$ cat config.mk
export PLATFORM = sky130hd
export DESIGN_NAME = shift_sequencer
export DESIGN_NICKNAME = d
export VERILOG_FILES = /design/src/rtl/shift_sequencer_pkg.sv /design/src/rtl/shift_sequencer_shift_stage.sv /design/src/rtl/shift_sequencer.sv
export SDC_FILE = /design/constraint.sdc
export NUM_CORES = 1
export LEC_CHECK = 0
export BUFFER_PORTS_ARGS = -buffer_cell sky130_fd_sc_hd__buf_2
export CELL_PAD_IN_SITES_DETAIL_PLACEMENT = 0
export CELL_PAD_IN_SITES_GLOBAL_PLACEMENT = 1
export CORE_UTILIZATION = 25
export CTS_CLUSTER_DIAMETER = 150
export DETAILED_ROUTE_END_ITERATION = 12
export PLACE_DENSITY_LB_ADDON = 0.1
export SLEW_MARGIN = 5
export SYNTH_ARGS = -nofsm -noshare
export SYNTH_HDL_FRONTEND = slang
export SYNTH_SLANG_ARGS = --single-unit
$ cat constraint.sdc
create_clock -name clk -period 3 [get_ports clk]
set_input_delay 0.3 -clock clk [delete_from_list [all_inputs] [get_ports clk]]
set_output_delay 0.3 -clock clk [all_outputs]
set_load 0.005 [all_outputs]
$ cat src/rtl/shift_sequencer_pkg.sv
// -----------------------------------------------------------------------------
// shift_sequencer_pkg
// Shared definitions for the multi-cycle shift unit:
//   - default WIDTH / SHAMT_BITS
//   - shift operation encodings (SLL/SRL/SRA/ROR)
//   - controller state encodings (IDLE/SHIFT/DONE)
//   - small helpers used by the controller
// No ports (package).
// -----------------------------------------------------------------------------
package shift_sequencer_pkg;

  localparam int WIDTH_DEF      = 32;
  localparam int SHAMT_BITS_DEF = 5;

  typedef enum logic [1:0] {
    SHIFT_SLL = 2'b00,
    SHIFT_SRL = 2'b01,
    SHIFT_SRA = 2'b10,
    SHIFT_ROR = 2'b11
  } shift_op_e;

  typedef enum logic [1:0] {
    ST_IDLE  = 2'b00,
    ST_SHIFT = 2'b01,
    ST_DONE  = 2'b10
  } state_e;

  // Rotates are taken modulo WIDTH, so they never saturate.
  function automatic logic op_can_saturate(input logic [1:0] op);
    return (op != SHIFT_ROR);
  endfunction

endpackage

$ cat src/rtl/shift_sequencer_shift_stage.sv
// -----------------------------------------------------------------------------
// shift_stage
// One log-shifter stage: Q = D shifted by 2^K with op-specific fill/wrap.
//   D    [WIDTH]      data in
//   K    [SHAMT_BITS] stage index, shift distance is 2^K (K < SHAMT_BITS)
//   OP   [2]          SLL / SRL / SRA / ROR
//   FILL [1]          bit shifted in from the left for SRA
//   Q    [WIDTH]      shifted data out
// Purely combinational. Each candidate distance is a fixed rewiring of D,
// and K only selects among them, so there is no variable-width shifter here.
// -----------------------------------------------------------------------------
module shift_stage
  import shift_sequencer_pkg::*;
#(
  parameter int WIDTH      = WIDTH_DEF,
  parameter int SHAMT_BITS = SHAMT_BITS_DEF
) (
  input  logic [WIDTH-1:0]      D,
  input  logic [SHAMT_BITS-1:0] K,
  input  logic [1:0]            OP,
  input  logic                  FILL,
  output logic [WIDTH-1:0]      Q
);

  logic [WIDTH-1:0] w_cand [SHAMT_BITS];

  for (genvar g = 0; g < SHAMT_BITS; g++) begin : g_dist
    localparam int S = 1 << g;
    assign w_cand[g] =
      (OP == SHIFT_SLL) ? {D[WIDTH-S-1:0], {S{1'b0}}} :
      (OP == SHIFT_SRL) ? {{S{1'b0}}, D[WIDTH-1:S]} :
      (OP == SHIFT_SRA) ? {{S{FILL}}, D[WIDTH-1:S]} :
                          {D[S-1:0], D[WIDTH-1:S]};
  end

  always_comb begin
    Q = D;
    for (int i = 0; i < SHAMT_BITS; i++) begin
      if (K == SHAMT_BITS'(i)) Q = w_cand[i];
    end
  end

endmodule

$ cat src/rtl/shift_sequencer.sv
// -----------------------------------------------------------------------------
// shift_sequencer
// Multi-cycle shift controller. It accepts one request, steps a single
// shift_stage through distances 16, 8, 4, 2, 1 (one per clock), then presents
// the result.
//   clk        clock, rising edge
//   rst        synchronous, active-high reset
//   in_valid   request valid            in_ready   unit can accept
//   X [WIDTH]  operand                  Y [WIDTH]  shift amount (unsigned)
//   OP [2]     SLL/SRL/SRA/ROR
//   out_valid  Z holds a result         out_ready  consumer accepts result
//   Z [WIDTH]  result                   busy       state is not IDLE
//
// Handshakes: a transfer happens on a rising edge where valid and ready are
// both high. Ready may depend only on this unit's state, never on valid.
// While out_valid is high, Z is held until the transfer. A request offered
// while busy is not consumed and must be held by the producer.
// -----------------------------------------------------------------------------
module shift_sequencer
  import shift_sequencer_pkg::*;
#(
  parameter int WIDTH      = WIDTH_DEF,
  parameter int SHAMT_BITS = SHAMT_BITS_DEF
) (
  input  logic             clk,
  input  logic             rst,
  input  logic             in_valid,
  output logic             in_ready,
  input  logic [WIDTH-1:0] X,
  input  logic [WIDTH-1:0] Y,
  input  logic [1:0]       OP,
  output logic             out_valid,
  input  logic             out_ready,
  output logic [WIDTH-1:0] Z,
  output logic             busy
);

  localparam logic [SHAMT_BITS-1:0] CNT_TOP = SHAMT_BITS'(SHAMT_BITS - 1);

  state_e                r_state;
  state_e                w_state_nxt;
  logic [WIDTH-1:0]      r_work;
  logic [WIDTH-1:0]      r_z;
  logic [1:0]            r_op;
  logic [SHAMT_BITS-1:0] r_amt;
  logic [SHAMT_BITS-1:0] r_cnt;
  logic                  r_sign;

  logic                  w_accept;
  logic                  w_sat;
  logic                  w_last;
  logic [SHAMT_BITS-1:0] w_amt_sh;
  logic                  w_step;
  logic [WIDTH-1:0]      w_stage_q;
  logic [WIDTH-1:0]      w_work_nxt;
  logic [WIDTH-1:0]      w_sat_val;

  // ---------------------------------------------------------------------------
  // Datapath helpers
  // ---------------------------------------------------------------------------
  assign w_accept = in_valid && (r_state == ST_IDLE);

  // WIDTH is 2^SHAMT_BITS, so any set bit above the amount field means
  // Y >= WIDTH.
  assign w_sat = op_can_saturate(OP) && (|Y[WIDTH-1:SHAMT_BITS]);

  assign w_sat_val = (OP == SHIFT_SRA) ? {WIDTH{X[WIDTH-1]}} : '0;

  assign w_last   = (r_cnt == '0);
  assign w_amt_sh = r_amt >> r_cnt;
  assign w_step   = w_amt_sh[0];

  shift_stage #(
    .WIDTH      (WIDTH),
    .SHAMT_BITS (SHAMT_BITS)
  ) u_stage (
    .D    (r_work),
    .K    (r_cnt),
    .OP   (r_op),
    .FILL (r_sign),
    .Q    (w_stage_q)
  );

  assign w_work_nxt = w_step ? w_stage_q : r_work;

  // ---------------------------------------------------------------------------
  // FSM: state register
  // ---------------------------------------------------------------------------
  always_ff @(posedge clk) begin
    if (rst) r_state <= ST_IDLE;
    else     r_state <= w_state_nxt;
  end

  // ---------------------------------------------------------------------------
  // FSM: next state and handshake outputs
  // ---------------------------------------------------------------------------
  always_comb begin
    w_state_nxt = r_state;
    in_ready    = 1'b0;
    out_valid   = 1'b0;
    busy        = 1'b1;
    case (r_state)
      ST_IDLE: begin
        in_ready = 1'b1;
        busy     = 1'b0;
        if (in_valid) w_state_nxt = ST_SHIFT;
      end
      ST_SHIFT: begin
        if (w_last) w_state_nxt = ST_DONE;
      end
      ST_DONE: begin
        out_valid = 1'b1;
        if (out_ready) w_state_nxt = ST_IDLE;
      end
      default: begin
        w_state_nxt = ST_IDLE;
      end
    endcase
  end

  // ---------------------------------------------------------------------------
  // Working registers
  // A saturated request preloads the final value with a zero amount and a
  // single remaining step. It then moves through the same last-step path as a
  // normal request, which gives it its fixed one-edge latency.
  // ---------------------------------------------------------------------------
  always_ff @(posedge clk) begin
    if (rst) begin
      r_work <= '0;
      r_z    <= '0;
      r_op   <= '0;
      r_amt  <= '0;
      r_cnt  <= '0;
      r_sign <= 1'b0;
    end else begin
      if (w_accept) begin
        r_op   <= OP;
        r_sign <= X[WIDTH-1];
        if (w_sat) begin
          r_work <= w_sat_val;
          r_amt  <= '0;
          r_cnt  <= '0;
        end else begin
          r_work <= X;
          r_amt  <= Y[SHAMT_BITS-1:0];
          r_cnt  <= CNT_TOP;
        end
      end else if (r_state == ST_SHIFT) begin
        r_work <= w_work_nxt;
        if (w_last) r_z   <= w_work_nxt;
        else        r_cnt <= r_cnt - 1'b1;
      end
    end
  end

  assign Z = r_z;

endmodule

; ---- Word level (Yosys, flattened, before mapping)
; Index checks and enable logic that the tools add are counted.
[op_classes]
add_sub_neg = 1
n_eq_ne = 14
n_shift = 1
n_mux = 37
bitwise_logic = 1
n_reduce_logical = 10
[op_table]
columns = operator, count
row1 = 32-bit 2-to-1 mux, 25
row2 = 27-bit OR reduction, 1
row3 = 5-bit 2-to-1 mux, 4
row4 = 5-bit by 2-bit == test with 1-bit output (second input constant), 2
row5 = 2-bit inequality test (second input constant), 5
row6 = 2-bit == test (second input constant), 3
row7 = 2-bit 2-to-1 mux, 3
row8 = 2-bit one-hot mux with 3 select lines, 1
row9 = 3-bit AND reduction, 2
row10 = 5-bit by 1-bit == test with 1-bit output (second input constant), 1
row11 = 5-bit by 3-bit == test with 1-bit output (second input constant), 1
row12 = 5-bit zero test, 1
row13 = 5-bit by 5-bit right shift with 1-bit output, 1
row14 = 5-bit by 1-bit subtractor with 5-bit output (second input constant), 1
row15 = 2-bit by 1-bit == test with 1-bit output (second input constant), 2
row16 = 2-bit zero test, 2
row17 = 1-bit 2-to-1 mux, 3
row18 = 3-bit 2-to-1 mux, 1
row19 = 1-bit logical AND, 2
row20 = 2-bit AND reduction, 1
row21 = 2-bit nonzero test, 1
row22 = 1-bit inverter, 1
[word_totals]
regBits = 79
out_inout_bits = 35
word_cells = 71

; ---- Longest topological paths before layout
[logic_depth]
ltp_word = 12
depth_mapped = 11
mapped_depth_nobuf = 8

; ---- Cells and area by module
; Synthesis repeated with hierarchy kept, for this count alone.
[unflattened]
hier_cells = 920
area_unflattened_um2 = 6490.0
[modules_own_cells]
columns = mod, instances, cells_per_inst, area_each_um2, seq_area_each_um2
row1 = shift_sequencer, 1, 488, 3988.8, 1581.5
row2 = shift_stage, 1, 432, 2501.1, 0.0

; ---- Worst setup path after synthesis
; No wires, ideal clock.
[synth_timing]
path_kind = register to register
start = reg r_cnt[1]
end = reg r_work[16]
t_arrival_ns = 2.174
required_ns = 2.920
setup_slack_ns = 0.746
path_stages_with_launch = 12
n_path_buf = 3
period_less_slack_ns = 2.254
cell_sequence = dfxtp_1 > inv_1 > ha_1 > or4b_1 > buf_4 > buf_6 > buf_6 > a21oi_1 > nor3_1 > a21oi_2 > nand2_1 > a211oi_2
[synth_via]
elab_chain_len = 9
elab_cells_between_ends = 14
cone_classes = eq/ne (4) / shift (1) / mux (8) / reduce/logical (1)
[synth_rtl]
columns = element, line
row1 = "start, declared", shift_sequencer.sv:46  ; logic [SHAMT_BITS-1:0] r_cnt;
row2 = "start signal, assigned", shift_sequencer.sv:151  ; else r_cnt <= r_cnt - 1'b1;
row3 = 5-bit zero test, shift_sequencer_shift_stage.sv:39  ; if (K == SHAMT_BITS'(i)) Q = w_cand[i];
row4 = 32-bit 2-to-1 mux (5 in series), shift_sequencer_shift_stage.sv:39
row5 = 32-bit 2-to-1 mux (*), shift_sequencer.sv:84  ; assign w_work_nxt = w_step ? w_stage_q : r_work;
row6 = 32-bit 2-to-1 mux (*), shift_sequencer.sv:148  ; end else if (r_state == ST_SHIFT) begin
row7 = 32-bit 2-to-1 mux (*), shift_sequencer.sv:136  ; if (w_accept) begin
row8 = "end signal, assigned", shift_sequencer.sv:140  ; r_work <= w_sat_val;
row9 = "end signal, assigned", shift_sequencer.sv:149  ; r_work <= w_work_nxt;
row10 = "end, declared", shift_sequencer.sv:42  ; logic [WIDTH-1:0] r_work;
; Mark *: on every way between the ends. The rest lies on a longest branch, timed or not. The select of a mux whose other input is x is not followed.
; A chain may end at the register's enable or synchronous reset.

; ---- Worst setup path in the final report
[layout_timing]
start = reg r_cnt[1]
end = reg r_work[29]
; The elaborated chain is that of the path after synthesis.

==> results_dict.tcl <==
set metrics [dict create \
    startpoint_type "flip-flop" \
    final_cell_mix "110 x a21oi_1, 103 x buf_2, 81 x buf_4, 77 x dfxtp_1" \
    wl_mm 36.5 \
    p_total_mw 4.69 \
    synth_fp_nets 1031 \
    drt_iter0_drc 760 \
    end_kind "flip-flop" \
    ios 105 \
    arrival_ns 3.04 \
    rows 60 \
    p_sw_share_pct 43.6 \
    p_leak_nw 3.09 \
    viasPerCell 5.90 \
    cts_sinks 79 \
    regToRegSetupSlack_ns 0.23 \
    vdd_drop_max_v 0.000244 \
    port_buffers 104 \
    nets 1130 \
    fillers 3014 \
    synth_area_mm2 0.00699 \
    wl_met2_mm 15.3 \
    wl_met3_mm 2.53 \
    switchingPower_mw 2.04 \
    die_w_um 169 \
    synth_seq_cells 79 \
    die-area_mm2 0.0286 \
    synthDistinctLibCells 80 \
    cts_hold_buf 0 \
    finalMaxSlewViolations 0 \
    drc 0 \
    grt_pass1_wl_mm 54.6 \
    dr.pass1.iters 5 \
    fin_hold_ws_ns 0.187 \
    syn-mean-instance-area_um2 7.31 \
    grt_pass1_vias 8024 \
    status "complete, no violations" \
    hold_start "Y[3]" \
    finalHoldViolations 0 \
    synth_async_sr_flop_share_pct 0 \
    numCtsBuffers 9 \
    path_clk_slew_ns 0.07 \
    clkPwrFrac_pct 25.8 \
    critical_path_required_ns 3.27 \
    tightest_slew_ns 0.943 \
    register_area_mm2 0.00158 \
    reg2regPathDepth 7 \
    p_seq_share_pct 29.8 \
    cts_buffer_depth 2 \
    tns_ns 0 \
    post_cts_buffers 0 \
    crit_path_start "r_cnt[1]" \
    syn_to_final_growth_pct 22.6 \
    gp_congestion 0.953 \
    period_minus_slack_ns 2.77 \
    setup_viol 0 \
    grt.overflow.total 0 \
    root_buffer "clkbuf_16" \
    p_per_area_mw_per_mm2 547 \
    cap_violations 0 \
    n_antenna_cell 0 \
    grt_util_all_layers_pct 25.5 \
    htreeDepth 3 \
    drive_above_1_share_pct 27.2 \
    synth_edf_count 0 \
    period_share_pct 92.3 \
    grt_antenna_before_repair 0 \
    hold_path.class "input port to flip-flop" \
    slew_headroom_pct 36.5 \
    cp_max_fo 27 \
    vias 8451 \
    rsz0062_at_grt "no" \
    die_h_um 169 \
    synthCells 956 \
    skew_ns 0.00981 \
    cts_tree "built" \
    post_drt_wl_per_cell_um 25.5 \
    timing.fmax_mhz 361 \
    grt_max_degree 64 \
    yosysWarnings 0 \
    top_layer "met4" \
    ant_nets 0 \
    start_util_pct 25.7 \
    wl_met1_mm 17.9 \
    intPower_mw 2.64 \
    layout_commonest_cell "a21oi_1" \
    ys_seq_area_share_pct 22.6 \
    crit_type "flip-flop to flip-flop" \
    hpwl_mm 26.6 \
    pwr-share-comb_pct 44.4 \
    multi_input_area_mm2 0.00491 \
    core_mm2 0.0272 \
    regToRegStartpoint "r_cnt[1]" \
    hold_depth 3 \
    ys.flop_type "dfxtp_1" \
    insertion_delay_ns 0.36 \
]
logic make-up after synthesis:
family,after synthesis,share of synthesized area (%)
DFF,79,22.6
muxes,20,3.06
xor gates and xnor gates,3,0.376
adders and majority gates,5,0.895
AOI/OAI and AO/OA,419,41.0
and+or+nand+nor,320,24.5
buffers and inverters,110,7.62
power by group through the flow:
stage / logic [mW] / registers [mW] / clock network, mW
global placement: 2.07 / 1.42 / 0
global route: 2.24 / 1.41 / 1.26
CTS: 2.05 / 1.39 / 1.22
floorplan: 1.27 / 1.30 / 0
detailed placement: 2.04 / 1.41 / 0
finish: 2.08 / 1.40 / 1.21
cell usage after synthesis (3+ instances only):
master | n | area share (%)
a22oi_1 | 13 | 1.4
or2_2 | 3 | 0.27
a311o_1 | 3 | 0.43
a22o_1 | 3 | 0.38
o211ai_1 | 30 | 3.2
nor4b_4 | 3 | 1.0
nor2_1 | 75 | 4.0
o32ai_1 | 4 | 0.50
o21bai_1 | 12 | 1.3
buf_2 | 36 | 2.6
o21ai_1 | 9 | 0.64
a21o_1 | 7 | 0.75
buf_6 | 6 | 0.97
a21oi_2 | 12 | 1.5
a31oi_1 | 16 | 1.4
a221oi_1 | 19 | 2.4
a21oi_1 | 110 | 7.9
o21a_1 | 11 | 1.2
mux2i_1 | 18 | 2.6
nand3_1 | 65 | 4.7
a21boi_0 | 3 | 0.32
nor2_2 | 3 | 0.27
o221ai_1 | 3 | 0.38
o41ai_2 | 3 | 0.70
or3b_2 | 21 | 2.6
nor3_1 | 17 | 1.2
o21ai_0 | 74 | 5.3
nand2_1 | 74 | 4.0
clkbuf_1 | 49 | 2.6
xnor2_1 | 3 | 0.38
o2111ai_1 | 3 | 0.38
o311a_1 | 3 | 0.43
a211oi_1 | 41 | 4.4
inv_1 | 6 | 0.32
nand4_1 | 13 | 1.2
nand3b_1 | 3 | 0.32
nor4_1 | 9 | 0.81
dfxtp_1 | 79 | 23
nand2b_1 | 12 | 1.1
a211oi_2 | 15 | 2.7
buf_1 | 5 | 0.27
a32oi_1 | 3 | 0.38
ha_1 | 5 | 0.89
buf_4 | 8 | 0.86
and2_1 | 3 | 0.27
metal layers:
metal  track usage, %  vias up
met5                0        -
li1                 -     3853
met1             38.1     4187
met3             3.61       46
met2             37.6      365
met4             7.09        0
path summary, 6_finish.rpt:
check | end
setup / recovery | r_work[29]
hold / removal | r_amt[3]
setup reg to reg | r_work[29]
hold reg to reg | Z[1]
critical path, cell delays in order (launching register included):
cell and delay (ns):
dfxtp_1 0.48, ha_1 0.40, or4b_1 0.53, buf_4 0.27, a21oi_1 0.32, a31oi_1 0.15
a211o_1 0.34, a211oi_2 0.20
flip-flops by register name, summed over array words and instances (netlist names):
| signal | cells |
|---|---|
| r_sign | 1 |
| Z | 32 |
| r_work | 32 |
| r_op | 2 |
| r_state | 2 |
| r_amt | 5 |
| r_cnt | 5 |
through the flow:
stage               utilization, %  area, um2  cells  worst slack, ns
finish                        31.5       8570   1432            0.232
CTS                           31.5       8570   1432            0.218
global route                  31.5       8570   1432           0.0220
global placement              30.4       8260   1416            0.328
floorplan                        -       6990    956            0.746
detailed placement            30.4       8260   1416            0.226
repair_timing:
action,4_1_cts,5_1_grt
endpoints found under the setup margin,0,2
endpoints found under the hold margin,0,0
resized for setup,0,1
layout make-up:
| cell class | instances | share of cell area, % |
|---|---|---|
| Clock buffer | 10 | 2.79 |
| Multi-Input combinational cell | 767 | 57.3 |
| Clock inverter | 6 | 0.788 |
| Inverter | 6 | 0.263 |
| Sequential cell | 79 | 18.5 |
| Tap cell | 372 | 5.43 |
| Timing Repair Buffer | 192 | 15.0 |
Note: power is estimated with default switching activity, not from simulation.
